[config.mk]
export PLATFORM = sky130hd
export DESIGN_NAME = sort_seq_ctrl
export DESIGN_NICKNAME = d
export VERILOG_FILES = /design/src/rtl/sort_seq_pkg.sv /design/src/rtl/sort_seq_mag_cmp.sv /design/src/rtl/sort_seq_ctrl.sv
export SDC_FILE = /design/constraint.sdc
export NUM_CORES = 1
export LEC_CHECK = 0
export BUFFER_PORTS_ARGS = -buffer_cell sky130_fd_sc_hd__buf_2
export CAP_MARGIN = 20
export CELL_PAD_IN_SITES_DETAIL_PLACEMENT = 1
export CELL_PAD_IN_SITES_GLOBAL_PLACEMENT = 1
export CORE_UTILIZATION = 40
export CTS_BUF_LIST = sky130_fd_sc_hd__clkbuf_4 sky130_fd_sc_hd__clkbuf_8 sky130_fd_sc_hd__clkbuf_16
export CTS_CLUSTER_DIAMETER = 80
export DETAILED_ROUTE_END_ITERATION = 10
export GPL_TIMING_DRIVEN = 0
export MAX_ROUTING_LAYER = met4
export PLACE_DENSITY_LB_ADDON = 0.15
export SETUP_SLACK_MARGIN = 0.2
export SYNTH_ARGS = -nofsm -noshare
export SYNTH_HDL_FRONTEND = slang
export SYNTH_SLANG_ARGS = --single-unit
[constraint.sdc]
create_clock -name clk -period 4.7 [get_ports clk]
set_input_delay 0 -clock clk [delete_from_list [all_inputs] [get_ports clk]]
set_output_delay 0 -clock clk [all_outputs]
set_load 0.02 [all_outputs]
[src/rtl/sort_seq_pkg.sv]
// Shared constants for the sequential block sorter: FSM state encodings,
// default geometry and the index-width helper.
package sort_seq_pkg;

  localparam int DEF_DW = 4;
  localparam int DEF_N  = 4;

  typedef logic [1:0] state_t;

  localparam state_t LOAD  = 2'd0;
  localparam state_t SORT  = 2'd1;
  localparam state_t DRAIN = 2'd2;

  function automatic int idx_width(input int n);
    return (n < 2) ? 1 : $clog2(n);
  endfunction

endpackage

[src/rtl/sort_seq_mag_cmp.sv]
// Unsigned magnitude comparator shared by every compare-and-swap step of
// the sorter; exactly one of gt/lt/eq is high.
module mag_cmp #(
  parameter int DW = 4
) (
  input  logic [DW-1:0] a,
  input  logic [DW-1:0] b,
  output logic          gt,
  output logic          lt,
  output logic          eq
);

  assign gt = (a > b);
  assign lt = (a < b);
  assign eq = (a == b);

endmodule

[src/rtl/sort_seq_ctrl.sv]
// Block bubble-sorter: loads N words, sorts them in place one compare per
// cycle, then streams them out. Define SORT_DESCEND_EN for descending order.
module sort_seq_ctrl
  import sort_seq_pkg::*;
#(
  parameter int DW = DEF_DW,
  parameter int N  = DEF_N
) (
  input  logic          clk,
  input  logic          rst,
  input  logic          in_valid,
  output logic          in_ready,
  input  logic [DW-1:0] in_data,
  output logic          out_valid,
  input  logic          out_ready,
  output logic [DW-1:0] out_data,
  output logic          out_last,
  output logic          busy
);

  localparam int IW = idx_width(N);
  localparam logic [IW-1:0] LAST_IDX  = IW'(N - 1);
  localparam logic [IW-1:0] LAST_PASS = IW'(N - 2);

`ifdef SORT_DESCEND_EN
  localparam bit DESCEND = 1'b1;
`else
  localparam bit DESCEND = 1'b0;
`endif

  state_t        state;
  logic [DW-1:0] mem [N];
  logic [IW-1:0] wr, rd, j, p;
  logic          swapped;

  logic [IW-1:0] j1;
  logic [DW-1:0] cmp_a, cmp_b;
  logic          gt, lt, eq;
  logic          do_swap, pass_end;

  assign j1    = j + IW'(1);
  assign cmp_a = mem[j];
  assign cmp_b = mem[j1];

  mag_cmp #(.DW(DW)) u_cmp (
    .a  (cmp_a),
    .b  (cmp_b),
    .gt (gt),
    .lt (lt),
    .eq (eq)
  );

  // Equal words never swap, which keeps the sort stable in both orders.
  assign do_swap  = ~eq & (DESCEND ? lt : gt);
  assign pass_end = (j == (LAST_PASS - p));

  // A pass ends early when it made no swap, or after the last possible pass.
  always_ff @(posedge clk or posedge rst) begin
    if (rst) begin
      state   <= LOAD;
      wr      <= '0;
      rd      <= '0;
      j       <= '0;
      p       <= '0;
      swapped <= 1'b0;
      for (int i = 0; i < N; i++) mem[i] <= '0;
    end else begin
      case (state)
        LOAD: begin
          if (in_valid) begin
            mem[wr] <= in_data;
            wr      <= wr + IW'(1);
            if (wr == LAST_IDX) begin
              state   <= SORT;
              j       <= '0;
              p       <= '0;
              swapped <= 1'b0;
            end
          end
        end
        SORT: begin
          if (do_swap) begin
            mem[j]  <= cmp_b;
            mem[j1] <= cmp_a;
          end
          if (pass_end) begin
            if (!(swapped | do_swap) || (p == LAST_PASS)) begin
              state <= DRAIN;
              rd    <= '0;
            end else begin
              p <= p + IW'(1);
            end
            j       <= '0;
            swapped <= 1'b0;
          end else begin
            j       <= j1;
            swapped <= swapped | do_swap;
          end
        end
        DRAIN: begin
          if (out_ready) begin
            if (rd == LAST_IDX) begin
              state <= LOAD;
              rd    <= '0;
              wr    <= '0;
            end else begin
              rd <= rd + IW'(1);
            end
          end
        end
        default: state <= LOAD;
      endcase
    end
  end

  assign in_ready  = (state == LOAD);
  assign out_valid = (state == DRAIN);
  assign busy      = (state != LOAD);
  assign out_data  = out_valid ? mem[rd] : '0;
  assign out_last  = out_valid & (rd == LAST_IDX);

endmodule
==> results of run 1 <==
## worst paths after layout
path                            from       end  slack, ns  cells past startpoint
hold reg to reg                 p[1]      p[1]       0.52                      1
min in group asynchronous        rst    mem[0]       0.32                      3
setup reg to reg                j[0]   mem[12]       1.28                     11
setup / recovery                j[0]   mem[12]       1.28                     11
max in group asynchronous        rst     wr[1]       3.90                      4
hold / removal             out_ready  state[1]       0.03                      4
## area by class of cell
cell class / instances / area (µm²)
timing repair buffer: 17 / 112.6
sequential: 27 / 675.6
tap: 70 / 87.58
clock buffer: 4 / 48.80
fill: 608 / 2756
multi-input combinational: 161 / 1419
inverter: 16 / 60.06
buffer: 8 / 45.04
## cell families after synthesis
logic type               count (synthesis)  share of synthesized area, %
AO/OA/AOI/OAI                           50                         18.43
XOR/XNOR                                 2                        0.7965
adder cells (fa/ha/maj)                 14                         7.964
buffers and inverters                   24                         4.778
flip-flops                              27                         30.72
multiplexers                            28                         22.01
AND/OR/NAND/NOR                         67                         15.30
## metrics by stage
step	instance area (µm²)	setup WS, ns	std cells
5_1_grt	2449	1.119	303
3_3_place_gp	2362	1.310	297
4_1_cts	2449	1.268	303
2_1_floorplan	2200	1.776	212
6_report	2449	1.277	303
3_5_place_dp	2390	1.290	298
## worst min-delay path, delay by kind of cell
family / cells / cell delay [ns]
buf+inv: 1 / 0.11
simple gates: 2 / 0.11
compound gates: 1 / 0.06
## state kept, by name, indices dropped and copies added, names as in the netlist
signal,flops
j,2
mem,16
p,2
rd,2
state,2
swapped,1
wr,2
## layout by cell type, fill, tap and decap left out, types with 2 or more instances in the layout
master / instances
mux2_2: 9
a32oi_1: 16
nand2_1: 25
o22ai_1: 3
nand2b_1: 2
buf_2: 21
and2_1: 7
a21oi_1: 7
a22oi_1: 2
inv_1: 16
mux2_4: 7
nor2_1: 5
nand3_1: 17
dfrtp_1: 27
ha_1: 14
a21oi_4: 4
o21ai_0: 8
mux4_1: 2
xnor2_1: 2
clkbuf_8: 3
nor3b_1: 5
a22o_1: 2
mux4_2: 10
## power breakdown
part / switching, mW / internal [mW] / leakage (nW) / total [mW]
registers: 0.108 / 0.334 / 0.352 / 0.441
clock network: 0.0768 / 0.0667 / 0.0262 / 0.143
logic: 0.794 / 0.584 / 0.730 / 1.38
total: 0.978 / 0.985 / 1.11 / 1.96
## repair_timing
item,CTS,global route
endpoints found under the hold margin,10,0
hold buffers,1,0
buffers inserted,0,0
## per-layer routing
layer	part of all wire, %	routed length (µm)	vias up
li1	-	-	845
met1	49	2974	882
met2	44	2719	50
met3	5.2	319	8
met4	1.7	102	0
met5	0	0	-
==> impl_metrics.ini, run 1 <==
[floorplanning]
die-height_um = 76.16
core_area_um2 = 5205
rows = 26
start_util_pct = 42.26
die_w_um = 76.16
dieArea_um2 = 5800
io_pins = 16

[timing]
finalSetupTns_ns = 0
fmaxAchievable_mhz = 292.1
drv_slew = 0
final-hold-violation-count = 0
finClkSkew_ns = 0.002772
hold_ws_ns = 0.03208
tightest_slew_ns = 0.7248
finalSetupViolCount = 0
slew_headroom_pct = 51.58
rsz0062_at_grt = false
fin_crit_sh_pct = 72.83
fin_crit_ns = 3.423

[logic_synthesis]
synth_ff_type = dfrtp_1
synth.area.top_cells = dfrtp_1 31%, mux4_2 10%, ha_1 8.0%
synth_area_um2 = 2200
synth.avg_cell_area_um2 = 10.38
postSynthCellCount = 212
synth_edf_count = 0
synth_top_cell_by_area = dfrtp_1
synth_top_area_share_pct = 30.72
syn-num-nets = 234
synth-seq-cells = 27
yosysMostFrequentCell = dfrtp_1
synth.yosys.seq_area_share_pct = 30.72
synthArstFlopShare_pct = 100.0
synth_common_cells = 27 x dfrtp_1, 25 x nand2_1, 17 x nand3_1
yosys_warnings = 0
yosysUniqueCellTypes = 38

[setup_path]
end_kind = register
path_max_fanout = 10
crit_type = register to register
cpMaxStageDelayCell = dfrtp_1
path_buf_inv = 3
cp_cell_sequence = buf_6 -> inv_1 -> ha_1 -> mux4_2 -> inv_1 -> ha_1 -> and4_1 -> o21a_1 -> a31o_4 -> a21oi_4 -> mux2_2
cp_data_required_time_ns = 4.87
cp_data_arrival_time_ns = 3.59
cp_slowest_stage_delay_ns = 0.50
cp_top_family = multiplexers
startpoint_type = register

[global_routing]
antenna_found_initial = 0
use_met2_pct = 34.18
grt.busiest_layer = met1
grt_max_degree = 18
use_met1_pct = 34.20
grt_use_met3_pct = 3.114
grt_pass1_wl_um = 10030
overflow = 0
track_usage_pct = 23.36
grt_pass1_vias = 1798

[layout]
nets = 256
syn2layout_area_growth_pct = 11.32
n_antenna_cell = 0
drive_gt1_share_pct = 25.75
fin_util_pct = 47.04

[clock_network]
cts-root-buf = clkbuf_8
numCtsBuffers = 3
cts_max_path_buffers = 2
cts_tree = done
cts_sinks = 27
clk_latency_ns = 0.28
clk_pin_slew_ns = 0.10
cts-resized-gates = 0
htree_levels = 1

[power_and_ir_drop]
ir_drop_mv = 0.3247
power_mw = 1.963
power_density_nw_per_um2 = 801.8
p_leak_nw = 1.108

[flow_run]
drv_cap = 0

[place]
place_congestion = 0.8740
place_hpwl_um = 4687
io_buffers = 15

[routing]
drt_iter0_drc = 121
routed_wl_um = 6116
first_pass_iters = 4
route.detailed.drc = 0
ant_nets = 0
wire_per_inst_um = 20.18
viasPerCell = 5.891
num_vias = 1785

[run_status]
status = finished clean

[min_path]
hold_class = input port to register
Power figures use the tool's default switching activity.
==> inputs of run 2 (changes only) <==
==> constraint.sdc (replaced) <==
create_clock -name clk -period 2.75 [get_ports clk]
set_input_delay 0 -clock clk [delete_from_list [all_inputs] [get_ports clk]]
set_output_delay 0 -clock clk [all_outputs]
set_load 0.02 [all_outputs]
==> impl_metrics.ini, run 2 (synthesis gave the netlist of run 1 again) <==
[run_status]
status = finished with violations
violations = setup timing

[floorplanning]
start_util_pct = 42.26
die_w_um = 76.16
die-height_um = 76.16
core_area_um2 = 5205
dieArea_um2 = 5800
io_pins = 16
rows = 26

[clock_network]
numCtsBuffers = 3
cts-root-buf = clkbuf_8
cts_max_path_buffers = 2
clk_latency_ns = 0.28
htree_levels = 1
clk_pin_slew_ns = 0.11
cts_sinks = 27
cts_tree = done

[global_routing]
grt_max_degree = 28
grt_pass1_wl_um = 11010
track_usage_pct = 25.59
antenna_found_initial = 0
overflow = 0
grt_pass1_vias = 2034

[setup_path]
end_kind = register
cp_data_required_time_ns = 2.93
cpMaxStageDelayCell = dfrtp_2
startpoint_type = register
cp_top_family = compound AO/OA/AOI/OAI gates
crit_type = register to register
path_buf_inv = 3
crit_top_cell = ha_4
cp_slowest_stage_delay_ns = 0.41
path_max_fanout = 6
cp_data_arrival_time_ns = 3.04
cp_cell_sequence = buf_12 -> inv_6 -> ha_4 -> mux4_2 -> inv_2 -> ha_4 -> and4_4 -> o21a_1 -> a31o_4 -> a21oi_4 -> mux2_4

[timing]
finalSetupViolCount = 16
layout_setup_ws_ns = -0.1175
final-hold-violation-count = 0
fin_crit_ns = 2.868
drv_slew = 0
finClkSkew_ns = 0.003517
fin_crit_sh_pct = 104.3
rsz0062_at_grt = true
hold_ws_ns = 0.01849
tightest_slew_ns = 0.8773
slew_headroom_pct = 41.39
fmaxAchievable_mhz = 348.7

[layout]
nets = 273
drive_gt1_share_pct = 39.60
largest_register = mem
largest_reg_flops = 16
n_antenna_cell = 0
mostFrequentLayoutCells = 26 x dfrtp_1, 25 x nand2_1, 20 x buf_2
final_common_cell = dfrtp_1
syn2layout_area_growth_pct = 25.37

[routing]
num_vias = 1961
routed_wl_um = 7047
route.detailed.drc = 0
wire_per_inst_um = 22.02
viasPerCell = 6.128
ant_nets = 0
first_pass_iters = 4
drt_iter0_drc = 179

[flow_run]
drv_cap = 0

[min_path]
hold_class = input port to register

[place]
place_congestion = 0.8800
place_hpwl_um = 4796
io_buffers = 15
## run 2: changes by cell type in the layout (fill, tap and decap cells not counted), moves of 5 or more
cell	before	now
inv_1	16	10
ha_1	14	9
ha_4	0	5
mux2_2	9	0
mux2_4	7	16
buf_4	0	15
inv_2	0	5
## run 2: final timing paths
path / from / end / slack [ns] / cells after the start
max in group asynchronous: rst / j[0] / 1.97 / 4
min: out_ready / state[1] / 0.02 / 4
max: j[0] / mem[2] / -0.12 / 11
min reg2reg: p[0] / p[0] / 0.49 / 1
min in group asynchronous: rst / mem[11] / 0.30 / 3
max reg2reg: j[0] / mem[2] / -0.12 / 11
## run 2: layer usage
layer / part of all wire [%] / wire length [µm] / vias up / GRT usage [%]
li1: - / - / 876 / -
met1: 45 / 3163 / 1017 / 32.16
met2: 50 / 3491 / 55 / 43.36
met3: 3.0 / 214 / 13 / 2.036
met4: 2.5 / 178 / 0 / 9.231
met5: 0 / 0 / - / -
## run 2: timing repair
action / 4_1_cts / 5_1_grt
resized for setup: 27 / 4
gates cloned: 0 / 0
pin swaps: 8 / 4
endpoints found under the hold margin: 0 / 11
setup endpoints to repair: 23 / 23
hold buffers: 0 / 1
buffers inserted: 15 / 2
## run 2: tightest hold or removal path, stage by stage
cell,delay [ns]
buf_2,0.10
nand2_1,0.05
nand2_1,0.05
o21ai_1,0.06
## run 2: per-stage QoR
stage | worst slack, ns | area [µm²] | TNS, ns | util [%] | std cells
detailed placement | -0.4674 | 2411 | -8.499 | 46.32 | 297
CTS | -0.07130 | 2685 | -0.8277 | 51.59 | 316
finish | -0.1175 | 2758 | -1.607 | 52.98 | 320
global route | -0.1791 | 2758 | -2.676 | 52.98 | 320
global placement | -0.4272 | 2411 | -7.506 | 46.32 | 297
floorplan | -0.06338 | 2248 | -1.014 | - | 212
## run 2: area by class of cell
class,count,area [µm²]
clock inverter,1,5.005
inverter,16,65.06
tap,70,87.58
timing repair buffer,34,256.5
sequential,27,676.9
fill,600,2447
buffer,8,60.06
clock buffer,3,41.29
multi-input combinational,161,1565
Power of run 2 is not shown: default switching activity piles up to over one toggle a cycle in this logic, so the estimate is an artifact.
